--- config.mk ---
export PLATFORM = sky130hd
export DESIGN_NAME = muldiv_unit
export DESIGN_NICKNAME = d
export VERILOG_FILES = /design/src/rtl/muldiv_unit.sv
export SDC_FILE = /design/constraint.sdc
export NUM_CORES = 1
export LEC_CHECK = 0
export CORE_ASPECT_RATIO = 0.75
export CORE_MARGIN = 5
export CORE_UTILIZATION = 40
export DETAILED_ROUTE_END_ITERATION = 16
export GPL_TIMING_DRIVEN = 0
export PLACE_DENSITY = 0.55
export SYNTH_ARGS = -nofsm -noshare
export SYNTH_HDL_FRONTEND = slang
export SYNTH_SLANG_ARGS = --single-unit
--- constraint.sdc ---
create_clock -name clk -period 5.12 [get_ports clk]
set_clock_uncertainty 0.15 [all_clocks]
set_input_delay 1.024 -clock clk [delete_from_list [all_inputs] [get_ports clk]]
set_output_delay 1.024 -clock clk [all_outputs]
set_load 0.01 [all_outputs]
--- src/rtl/muldiv_unit.sv ---
// muldiv_unit -- iterative RV32M multiply/divide unit for the execute stage.
//
// Multiplies with a radix-2 shift-add engine and divides with a restoring
// divider, one bit per cycle, on operand magnitudes. The sign is applied in a
// final FIX cycle. Divide-by-zero and signed overflow bypass the engine and
// complete in the cycle after accept.
//
// Ports:
//   clk            rising-edge clock
//   rst            synchronous, active-high reset
//   in_valid       operation request
//   in_ready       unit can accept a request (IDLE only)
//   op             000 MUL, 001 MULH, 010 MULHSU, 011 MULHU,
//                  100 DIV, 101 DIVU, 110 REM, 111 REMU
//   operand1       rs1 (multiplicand / dividend)
//   operand2       rs2 (multiplier / divisor)
//   kill           abort any in-flight operation (pipeline flush)
//   out_valid      result available
//   out_ready      consumer accepts result
//   result         operation result
//   result_is_zero 1 when result == 0

module muldiv_unit #(
    parameter int XLEN = 32
) (
    input  logic            clk,
    input  logic            rst,
    input  logic            in_valid,
    output logic            in_ready,
    input  logic [2:0]      op,
    input  logic [XLEN-1:0] operand1,
    input  logic [XLEN-1:0] operand2,
    input  logic            kill,
    output logic            out_valid,
    input  logic            out_ready,
    output logic [XLEN-1:0] result,
    output logic            result_is_zero
);

    localparam int CNT_W = $clog2(XLEN + 1);

    localparam logic [2:0] OP_MUL    = 3'b000;
    localparam logic [2:0] OP_MULH   = 3'b001;
    localparam logic [2:0] OP_MULHSU = 3'b010;
    localparam logic [2:0] OP_MULHU  = 3'b011;
    localparam logic [2:0] OP_DIV    = 3'b100;
    localparam logic [2:0] OP_DIVU   = 3'b101;
    localparam logic [2:0] OP_REM    = 3'b110;
    localparam logic [2:0] OP_REMU   = 3'b111;

    localparam logic [XLEN-1:0] INT_MIN = {1'b1, {(XLEN-1){1'b0}}};

    typedef enum logic [1:0] {
        IDLE = 2'd0,
        CALC = 2'd1,
        FIX  = 2'd2,
        DONE = 2'd3
    } state_t;

    state_t            state_r;
    logic [2:0]        op_r;
    logic [XLEN-1:0]   acc_r;   // product high half / partial remainder
    logic [XLEN-1:0]   low_r;   // multiplier -> product low half / dividend -> quotient
    logic [XLEN-1:0]   opb_r;   // multiplicand / divisor magnitude
    logic              neg_r;   // final result must be negated
    logic [CNT_W-1:0]  count_r;
    logic              in_ready_r;
    logic              out_valid_r;
    logic [XLEN-1:0]   result_r;
    logic              result_is_zero_r;

    // Magnitude of a value, treating it as two's complement only when signed.
    function automatic logic [XLEN-1:0] abs_val(input logic [XLEN-1:0] v, input logic is_signed);
        logic [XLEN-1:0] r;
        if (is_signed && v[XLEN-1]) begin
            r = -v;
        end else begin
            r = v;
        end
        return r;
    endfunction

    logic              op1_signed_s;
    logic              op2_signed_s;
    logic              sign1_s;
    logic              sign2_s;
    logic              neg_s;
    logic              is_div_s;
    logic              div_zero_s;
    logic              div_ovf_s;
    logic [XLEN-1:0]   abs1_s;
    logic [XLEN-1:0]   abs2_s;
    logic [XLEN-1:0]   fast_res_s;

    // Accept-time decode: operand signedness, magnitudes, sign of result, fast path.
    always_comb begin
        op1_signed_s = (op != OP_MULHU) && (op != OP_DIVU) && (op != OP_REMU);
        op2_signed_s = (op == OP_MUL) || (op == OP_MULH) || (op == OP_DIV) || (op == OP_REM);
        sign1_s      = op1_signed_s & operand1[XLEN-1];
        sign2_s      = op2_signed_s & operand2[XLEN-1];
        is_div_s     = op[2];
        // Remainder follows the dividend; product and quotient follow the XOR.
        if (op == OP_REM) begin
            neg_s = sign1_s;
        end else begin
            neg_s = sign1_s ^ sign2_s;
        end
        abs1_s     = abs_val(operand1, op1_signed_s);
        abs2_s     = abs_val(operand2, op2_signed_s);
        div_zero_s = is_div_s && (operand2 == {XLEN{1'b0}});
        div_ovf_s  = is_div_s && !op[0] && (operand1 == INT_MIN) && (operand2 == {XLEN{1'b1}});
        if (div_zero_s) begin
            fast_res_s = op[1] ? operand1 : {XLEN{1'b1}};
        end else begin
            fast_res_s = op[1] ? {XLEN{1'b0}} : operand1;
        end
    end

    logic [XLEN:0]     mul_sum_s;
    logic [XLEN:0]     div_shift_s;
    logic [XLEN:0]     div_diff_s;

    // One iteration of the shift-add multiplier and the restoring divider.
    always_comb begin
        mul_sum_s   = {1'b0, acc_r} + (low_r[0] ? {1'b0, opb_r} : {(XLEN+1){1'b0}});
        div_shift_s = {acc_r, low_r[XLEN-1]};
        div_diff_s  = div_shift_s - {1'b0, opb_r};
    end

    logic [2*XLEN-1:0] prod_fix_s;
    logic [XLEN-1:0]   quo_fix_s;
    logic [XLEN-1:0]   rem_fix_s;
    logic [XLEN-1:0]   fix_res_s;

    // Sign correction and output selection for the FIX cycle.
    always_comb begin
        prod_fix_s = neg_r ? -{acc_r, low_r} : {acc_r, low_r};
        quo_fix_s  = neg_r ? -low_r : low_r;
        rem_fix_s  = neg_r ? -acc_r : acc_r;
        fix_res_s  = {XLEN{1'b0}};
        case (op_r)
            OP_MUL:                       fix_res_s = prod_fix_s[XLEN-1:0];
            OP_MULH, OP_MULHSU, OP_MULHU: fix_res_s = prod_fix_s[2*XLEN-1:XLEN];
            OP_DIV, OP_DIVU:              fix_res_s = quo_fix_s;
            OP_REM, OP_REMU:              fix_res_s = rem_fix_s;
            default:                      fix_res_s = {XLEN{1'b0}};
        endcase
    end

    // Control FSM and datapath registers; rst outranks kill, kill outranks everything else.
    always_ff @(posedge clk) begin
        if (rst) begin
            state_r          <= IDLE;
            op_r             <= 3'b000;
            acc_r            <= {XLEN{1'b0}};
            low_r            <= {XLEN{1'b0}};
            opb_r            <= {XLEN{1'b0}};
            neg_r            <= 1'b0;
            count_r          <= {CNT_W{1'b0}};
            in_ready_r       <= 1'b1;
            out_valid_r      <= 1'b0;
            result_r         <= {XLEN{1'b0}};
            result_is_zero_r <= 1'b1;
        end else if (kill) begin
            state_r     <= IDLE;
            in_ready_r  <= 1'b1;
            out_valid_r <= 1'b0;
        end else begin
            case (state_r)
                IDLE: begin
                    if (in_valid) begin
                        op_r       <= op;
                        neg_r      <= neg_s;
                        acc_r      <= {XLEN{1'b0}};
                        in_ready_r <= 1'b0;
                        // Divider shifts the dividend out of low_r; multiplier shifts the multiplier.
                        if (is_div_s) begin
                            low_r <= abs1_s;
                            opb_r <= abs2_s;
                        end else begin
                            low_r <= abs2_s;
                            opb_r <= abs1_s;
                        end
                        if (div_zero_s || div_ovf_s) begin
                            result_r         <= fast_res_s;
                            result_is_zero_r <= (fast_res_s == {XLEN{1'b0}});
                            out_valid_r      <= 1'b1;
                            count_r          <= {CNT_W{1'b0}};
                            state_r          <= DONE;
                        end else begin
                            count_r <= CNT_W'(XLEN);
                            state_r <= CALC;
                        end
                    end
                end
                CALC: begin
                    if (op_r[2]) begin
                        // Restore (keep the shifted value) when the trial subtraction borrows.
                        if (div_diff_s[XLEN]) begin
                            acc_r <= div_shift_s[XLEN-1:0];
                            low_r <= {low_r[XLEN-2:0], 1'b0};
                        end else begin
                            acc_r <= div_diff_s[XLEN-1:0];
                            low_r <= {low_r[XLEN-2:0], 1'b1};
                        end
                    end else begin
                        acc_r <= mul_sum_s[XLEN:1];
                        low_r <= {mul_sum_s[0], low_r[XLEN-1:1]};
                    end
                    count_r <= count_r - CNT_W'(1'b1);
                    if (count_r == CNT_W'(1'b1)) begin
                        state_r <= FIX;
                    end
                end
                FIX: begin
                    result_r         <= fix_res_s;
                    result_is_zero_r <= (fix_res_s == {XLEN{1'b0}});
                    out_valid_r      <= 1'b1;
                    state_r          <= DONE;
                end
                DONE: begin
                    if (out_ready) begin
                        out_valid_r <= 1'b0;
                        in_ready_r  <= 1'b1;
                        state_r     <= IDLE;
                    end
                end
                default: begin
                    out_valid_r <= 1'b0;
                    in_ready_r  <= 1'b1;
                    state_r     <= IDLE;
                end
            endcase
        end
    end

    assign in_ready       = in_ready_r;
    assign out_valid      = out_valid_r;
    assign result         = result_r;
    assign result_is_zero = result_is_zero_r;

endmodule

==> results of run 1 <==
cells in the final DEF (no fill, tap or decap), types with 73 or more instances in the layout:
master	netlist	routed
xnor2_1	87	86
a211oi_1	124	124
nor3_1	79	77
inv_1	73	73
dfxtp_1	143	143
clkdlybuf4s50_1	0	101
nor2_1	297	297
nand2_1	176	176
o21ai_0	144	141
ha_1	75	75
a21oi_1	170	169
clkbuf_1	131	130
state kept, by name (all words and copies together) (netlist names):
| signal | cells |
|---|---|
| in_ready | 1 |
| result | 32 |
| out_valid | 1 |
| low_r | 32 |
| count_r | 6 |
| state_r | 2 |
| op_r | 3 |
| opb_r | 32 |
| neg_r | 1 |
| result_is_zero | 1 |
| acc_r | 32 |
kinds of logic (layout without fill, tap and decap cells):
family	after synthesis	count (layout)	synth area share [%]
buffers and inverters	240	374	6.27
muxes	71	71	5.07
adders and majority gates	77	77	6.41
xor gates and xnor gates	153	153	8.78
DFF	143	143	18.8
and+or+nand+nor	790	790	24.4
AOI/OAI and AO/OA	699	699	30.3
metrics by stage:
step | power, mW | instance area (um^2) | instances
6_report | 3.95 | 17600 | 2819
5_1_grt | 4.06 | 17600 | 2819
3_5_place_dp | 2.49 | 16900 | 2787
2_1_floorplan | 2.00 | 15300 | 2173
4_1_cts | 3.90 | 17600 | 2819
3_3_place_gp | 2.48 | 16900 | 2786
metal layers:
| layer | track usage [%] | up-vias | routed length, um |
|---|---|---|---|
| met1 | 51.4 | 8645 | 34600 |
| met5 | 0 | - | 7 |
| met3 | 7.07 | 126 | 8170 |
| met4 | 8.66 | 2 | 1930 |
| li1 | - | 8213 | - |
| met2 | 47.2 | 1026 | 29900 |
report_power, final:
part           switching, mW  internal, mW
sequential            0.0520          1.16
combinational          0.883         0.434
clock                  0.629         0.797
worst register-to-register path, cell delays in order (launching register included):
cell	delay [ns]
dfxtp_1	0.30
clkbuf_1	0.20
inv_1	0.25
clkbuf_1	0.49
ha_1	0.29
or3b_1	0.50
or3_1	0.37
buf_6	0.16
nor4_4	0.57
o32ai_1	0.18
a31oi_1	0.50
nand4_1	0.16
nor4_1	0.48
nand4_1	0.18
o21ai_1	0.14
cell type report:
| type | count | area, um^2 |
|---|---|---|
| multi-input cells | 1790 | 11500 |
| inverters | 76 | 285 |
| clock inverters | 15 | 210 |
| flip-flops and latches | 143 | 2860 |
| plain buffers | 164 | 673 |
| well taps | 512 | 641 |
| clock buffers | 17 | 425 |
| repair buffers | 102 | 1020 |
| fillers | 3961 | 20400 |
worst max-delay path by stage:
| stage | endpoint | depth (start not counted) |
|---|---|---|
| floorplan | acc_r[29] | 15 |
| global placement | acc_r[29] | 15 |
| detailed placement | acc_r[29] | 15 |
| CTS | acc_r[29] | 15 |
| global route | acc_r[26] | 16 |
| finish | result[15] | 11 |
timing repair:
| item | CTS | global route |
|---|---|---|
| hold buffers | 0 | 0 |
| pin swaps | 0 | 0 |
| endpoints found under the setup margin | 2 | 16 |
| gates cloned | 0 | 0 |
| resized for setup | 3 | 8 |
==> summary.md, run 1 <==
| Metric | Value |
|---|---|
| Status | completed |
| Syn Area/Cell | 7.02 um^2 |
| FF-to-FF Start | low_r[0] |
| Die span in y | 179 um |
| Hold_ws | 0.308 ns |
| DIE AREA | 42200 um^2 |
| Reg2Reg Depth | 14 |
| DR pass1 iterations | 8 |
| Number of global-route vias before repair | 16004 |
| GRT Total Usage | 33.6% |
| Post-synth top area cell | dfxtp_1 |
| H-tree Lvls | 4 |
| Largest net degree at the start of global routing | 17 |
| First-pass GRT wire length | 107000 um |
| Register area share after synthesis | 18.8% |
| Register clock-pin slew on the reported worst setup and hold paths | 0.07 ns |
| Crit-path slowest cell | or4_1 |
| Initial DRC count | 2733 |
| Worst hold path startpoint | opb_r[10] |
| CTS Buffer Depth | 2 |
| Worst slew pin tran | 1.11 ns |
| CP max stage delay | 0.66 ns |
| Post-synth top area share | 18.8% |
| Unrepaired setup endpoints after global routing | no |
| Ys Warns | 0 |
| HPWL after DPL | 59600 um |
| Worst-Skew Late Latency | 0.45 ns |
| Starting Density | 40.2% |
| Top delay family on crit path | simple AND/OR/NAND/NOR gates |
| CP Data Arrival Time | 5.14 ns |
| Syn nets | 2322 |
| Slew HR | 24.0% |
| Worst slack at placement | -0.300 ns |
| Post-CTS setup buffers | 0 |
| Final setup margin | 0.137 ns |
| Total CTS buffers | 17 |
| Antenna diodes | 0 |
| # rows | 62 |
| Period utilisation layout | 97.3% |
| Hold Vio Cnt, Final | 0 |
| Reg-to-reg setup timing slack | 0.17 ns |
| Buf/Inv on CP | 3 |
| DRT antenna net count | 0 |
| Clock Sinks | 143 |
| Synthesized area | 15300 um^2 |
| Final core utilization | 46.3% |
| Clk root buf | clkbuf_16 |
| Initial antenna violation count | 1 |
| Crit-path max FO | 10 |
| Crit. Startpoint | operand1[4] |
| CP startpoint kind | input port |
| Predominant post-synthesis flop cell | dfxtp_1 |
| Async set or reset register ratio after synthesis | 0% |
| Port Buf Inserts | 101 |
| Distinct cell type count after synthesis | 88 |
| MaxCap Viol Count | 0 |
| CP Cell Sequence | clkdlybuf4s50_1 -> or4_1 -> nor4_2 -> and2_1 -> nand4_1 -> o22ai_2 -> nand3_1 -> a21oi_1 -> buf_2 -> clkbuf_1 -> a211oi_1 |
| Detailed-route DRC error count | 0 |
| Via Count | 18012 |
| Nets | 2443 |
| Core outline area | 38000 um^2 |
| Crit path capture type | flop |
| Die Span X | 236 um |
| CTS tree | done |
| HP Class | reg2reg |
| Post-synth EDFFs | 0 |
| Post-Syn Instances | 2173 |
| Hold Path Cell Cnt | 2 |
| WL per Instance | 26.5 um |
| Area grow syn2layout | 15.4% |
| Hold Path Sink | opb_r[10] |
| Maximum clock rate | 201 MHz |
| Via density | 6.39 |
| Synth area leaders | dfxtp_1 19%, nor2_1 7.3%, ha_1 6.1% |
| Peak VDD IR | 0.233 mV |
| Final Critical Period | 4.98 ns |
| Total Wirelength | 74700 um |
| # setup viols final | 0 |
| Pwr Density | 224 nW/um^2 |
| Layout cells sized above 1 | 6.37% |
| Synth cell count leaders | 297 x nor2_1, 176 x nand2_1, 170 x a21oi_1, 144 x o21ai_0, 143 x dfxtp_1 |
| Slew Limit Fails | 0 |
| Count leader, synth | nor2_1 |
| Seq cells post-synth | 143 |
| Reg-to-Reg End | result_is_zero |
| Io pins | 107 |
| Total Neg Setup Slack | 0 ns |
| CP Class | in2reg |
| Final GP Congestion | 1.02 |
| Grt total ovfl | 0 |
| Static leakage power | 6.45 nW |
| WP data required | 5.28 ns |
(Power assumes the default switching activity.)
==> run 2: changes to the inputs <==
Settings changed: CORE_ASPECT_RATIO 0.75 to 1.5.
==> run 2 against run 1 <==
Compared with the run above: die area about the same; count of clock-buffer cells in the layout is the same; first-iteration DRC count shrank 39%; sequential share of layout area about the same; fmax up 0.66%; sequential power hardly changed; non-clock buffer count shrank 1; worst hold slack worse by 0.0072 ns; via count fell by 0.85%; sequential cell count is the same; worst setup slack improved by 0.033 ns.
==> summary.md, run 2 (same netlist as run 1, synthesis figures left out) <==
| Metric | Value |
|---|---|
| Total Neg Setup Slack | 0 ns |
| First-pass GRT wire length | 109000 um |
| Clock Sinks | 143 |
| CTS Buffer Depth | 2 |
| Layout cells sized above 1 | 6.55% |
| HP Class | reg2reg |
| Static leakage power | 6.44 nW |
| Initial DRC count | 1661 |
| Worst slew pin tran | 1.20 ns |
| MaxCap Viol Count | 0 |
| Via Count | 17859 |
| Number of global-route vias before repair | 17502 |
| Starting Density | 40.5% |
| WL per Instance | 26.4 um |
| Register clock-pin slew on the reported worst setup and hold paths | 0.07 ns |
| HPWL after DPL | 59700 um |
| Die span in y | 249 um |
| Status | completed |
| Crit path capture type | flop |
| Unrepaired setup endpoints after global routing | no |
| Io pins | 107 |
| Antenna diodes | 0 |
| Layout Cells excl Fill | 2795 |
| # rows | 87 |
| Largest net degree at the start of global routing | 17 |
| Final Critical Period | 4.95 ns |
| Clk root buf | clkbuf_16 |
| Detailed-route DRC error count | 0 |
| Commonest non-fill, non-tap cell in the layout | nor2_1 |
| Worst-Skew Late Latency | 0.47 ns |
| Port Buf Inserts | 101 |
| Slew Limit Fails | 0 |
| WP data required | 5.34 ns |
| # setup viols final | 0 |
| Fillers | 4013 |
| Placed cell areas | 16900 um^2 |
| DR pass1 iterations | 7 |
| Area grow syn2layout | 15.2% |
| Pwr Density | 221 nW/um^2 |
| Finished Cell Area | 17600 um^2 |
| Hold Vio Cnt, Final | 0 |
| Slew HR | 19.9% |
| Peak VDD IR | 0.177 mV |
| Period utilisation layout | 96.7% |
| H-tree Lvls | 4 |
| CTS tree | done |
| CP Class | in2reg |
| Final GP Congestion | 1.05 |
| Total Wirelength | 73800 um |
| Post-CTS setup buffers | 0 |
| Placed cells | 2764 |
| Crit-path max FO | 10 |
| Maximum clock rate | 202 MHz |
| DRT antenna net count | 0 |
| CP Data Arrival Time | 5.17 ns |
| GRT Total Usage | 33.9% |
| Die Span X | 169 um |
| Nets | 2442 |
| Most frequent cells in the layout | 297 x nor2_1, 176 x nand2_1, 168 x a21oi_1 |
| CP startpoint kind | input port |
| DIE AREA | 42200 um^2 |
| Via density | 6.39 |
| Grt total ovfl | 0 |
| Total CTS buffers | 17 |
| Core outline area | 37700 um^2 |
| Initial antenna violation count | 0 |
[run 2: final timing paths]
path / to / slack [ns] / start / depth (start not counted)
worst max-delay path: result[16] / 0.17 / operand2[0] / 14
worst max register to register: acc_r[28] / 0.20 / low_r[0] / 15
worst min-delay path: opb_r[2] / 0.30 / opb_r[2] / 2
worst min register to register: opb_r[2] / 0.30 / opb_r[2] / 2
[run 2: worst max-delay path, cell delays in order]
cell and delay (ns):
clkdlybuf4s50_1 0.56, inv_1 0.11, ha_1 0.17, or3b_2 0.50, or2_2 0.36, nor3_2 0.33
nand3_1 0.25, o22ai_2 0.46, nand3_1 0.20, a21oi_4 0.36, buf_2 0.28, buf_2 0.25
nor2_1 0.06, a211oi_1 0.23
[run 2: timing repair]
| action | CTS | global route |
|---|---|---|
| setup endpoints to repair | 46 | 32 |
| hold buffers | 0 | 0 |
| resized for setup | 9 | 6 |
[run 2: power breakdown]
part	internal, mW	switching [mW]
Combinational	0.434	0.831
Clock	0.745	0.649
Sequential	1.16	0.0635
[run 2: area by class of cell]
type	instances	area, um^2	area share, %
multi-input cells	1790	11500	65.5
plain buffers	163	672	3.82
flip-flops and latches	143	2860	16.3
clock inverters	15	193	1.10
repair buffers	102	1020	5.82
well taps	489	612	3.48
inverters	76	285	1.62
clock buffers	17	425	2.42
[run 2: layer usage]
metal  global-route usage [%]  share of wire, %  routed length, um  vias to the layer above
met3                     4.95               6.6               4870                      309
met5                        0                 0                  0                        -
li1                         -                 -                  -                     8222
met2                     58.3                48              35600                      941
met4                     24.9               8.9               6610                        0
met1                     37.4                36              26800                     8387
[run 2: through the flow]
stage | setup WS [ns] | utilization [%] | hold WS [ns] | total power [mW]
after floorplan | 1.14 | - | 0.282 | 2.00
after global placement | -0.787 | 44.8 | 0.292 | 2.46
after detailed placement | -0.798 | 44.9 | 0.295 | 2.46
after CTS | 0.0853 | 46.6 | 0.304 | 3.84
after global routing | 0.0189 | 46.7 | 0.321 | 4.00
final | 0.170 | 46.7 | 0.301 | 3.88
==> run 3: changes to the inputs <==
Settings changed: TNS_END_PERCENT from default to 100.
==> results of run 3 <==
The final DEF is identical to that of run 2; final timing and power are the same.
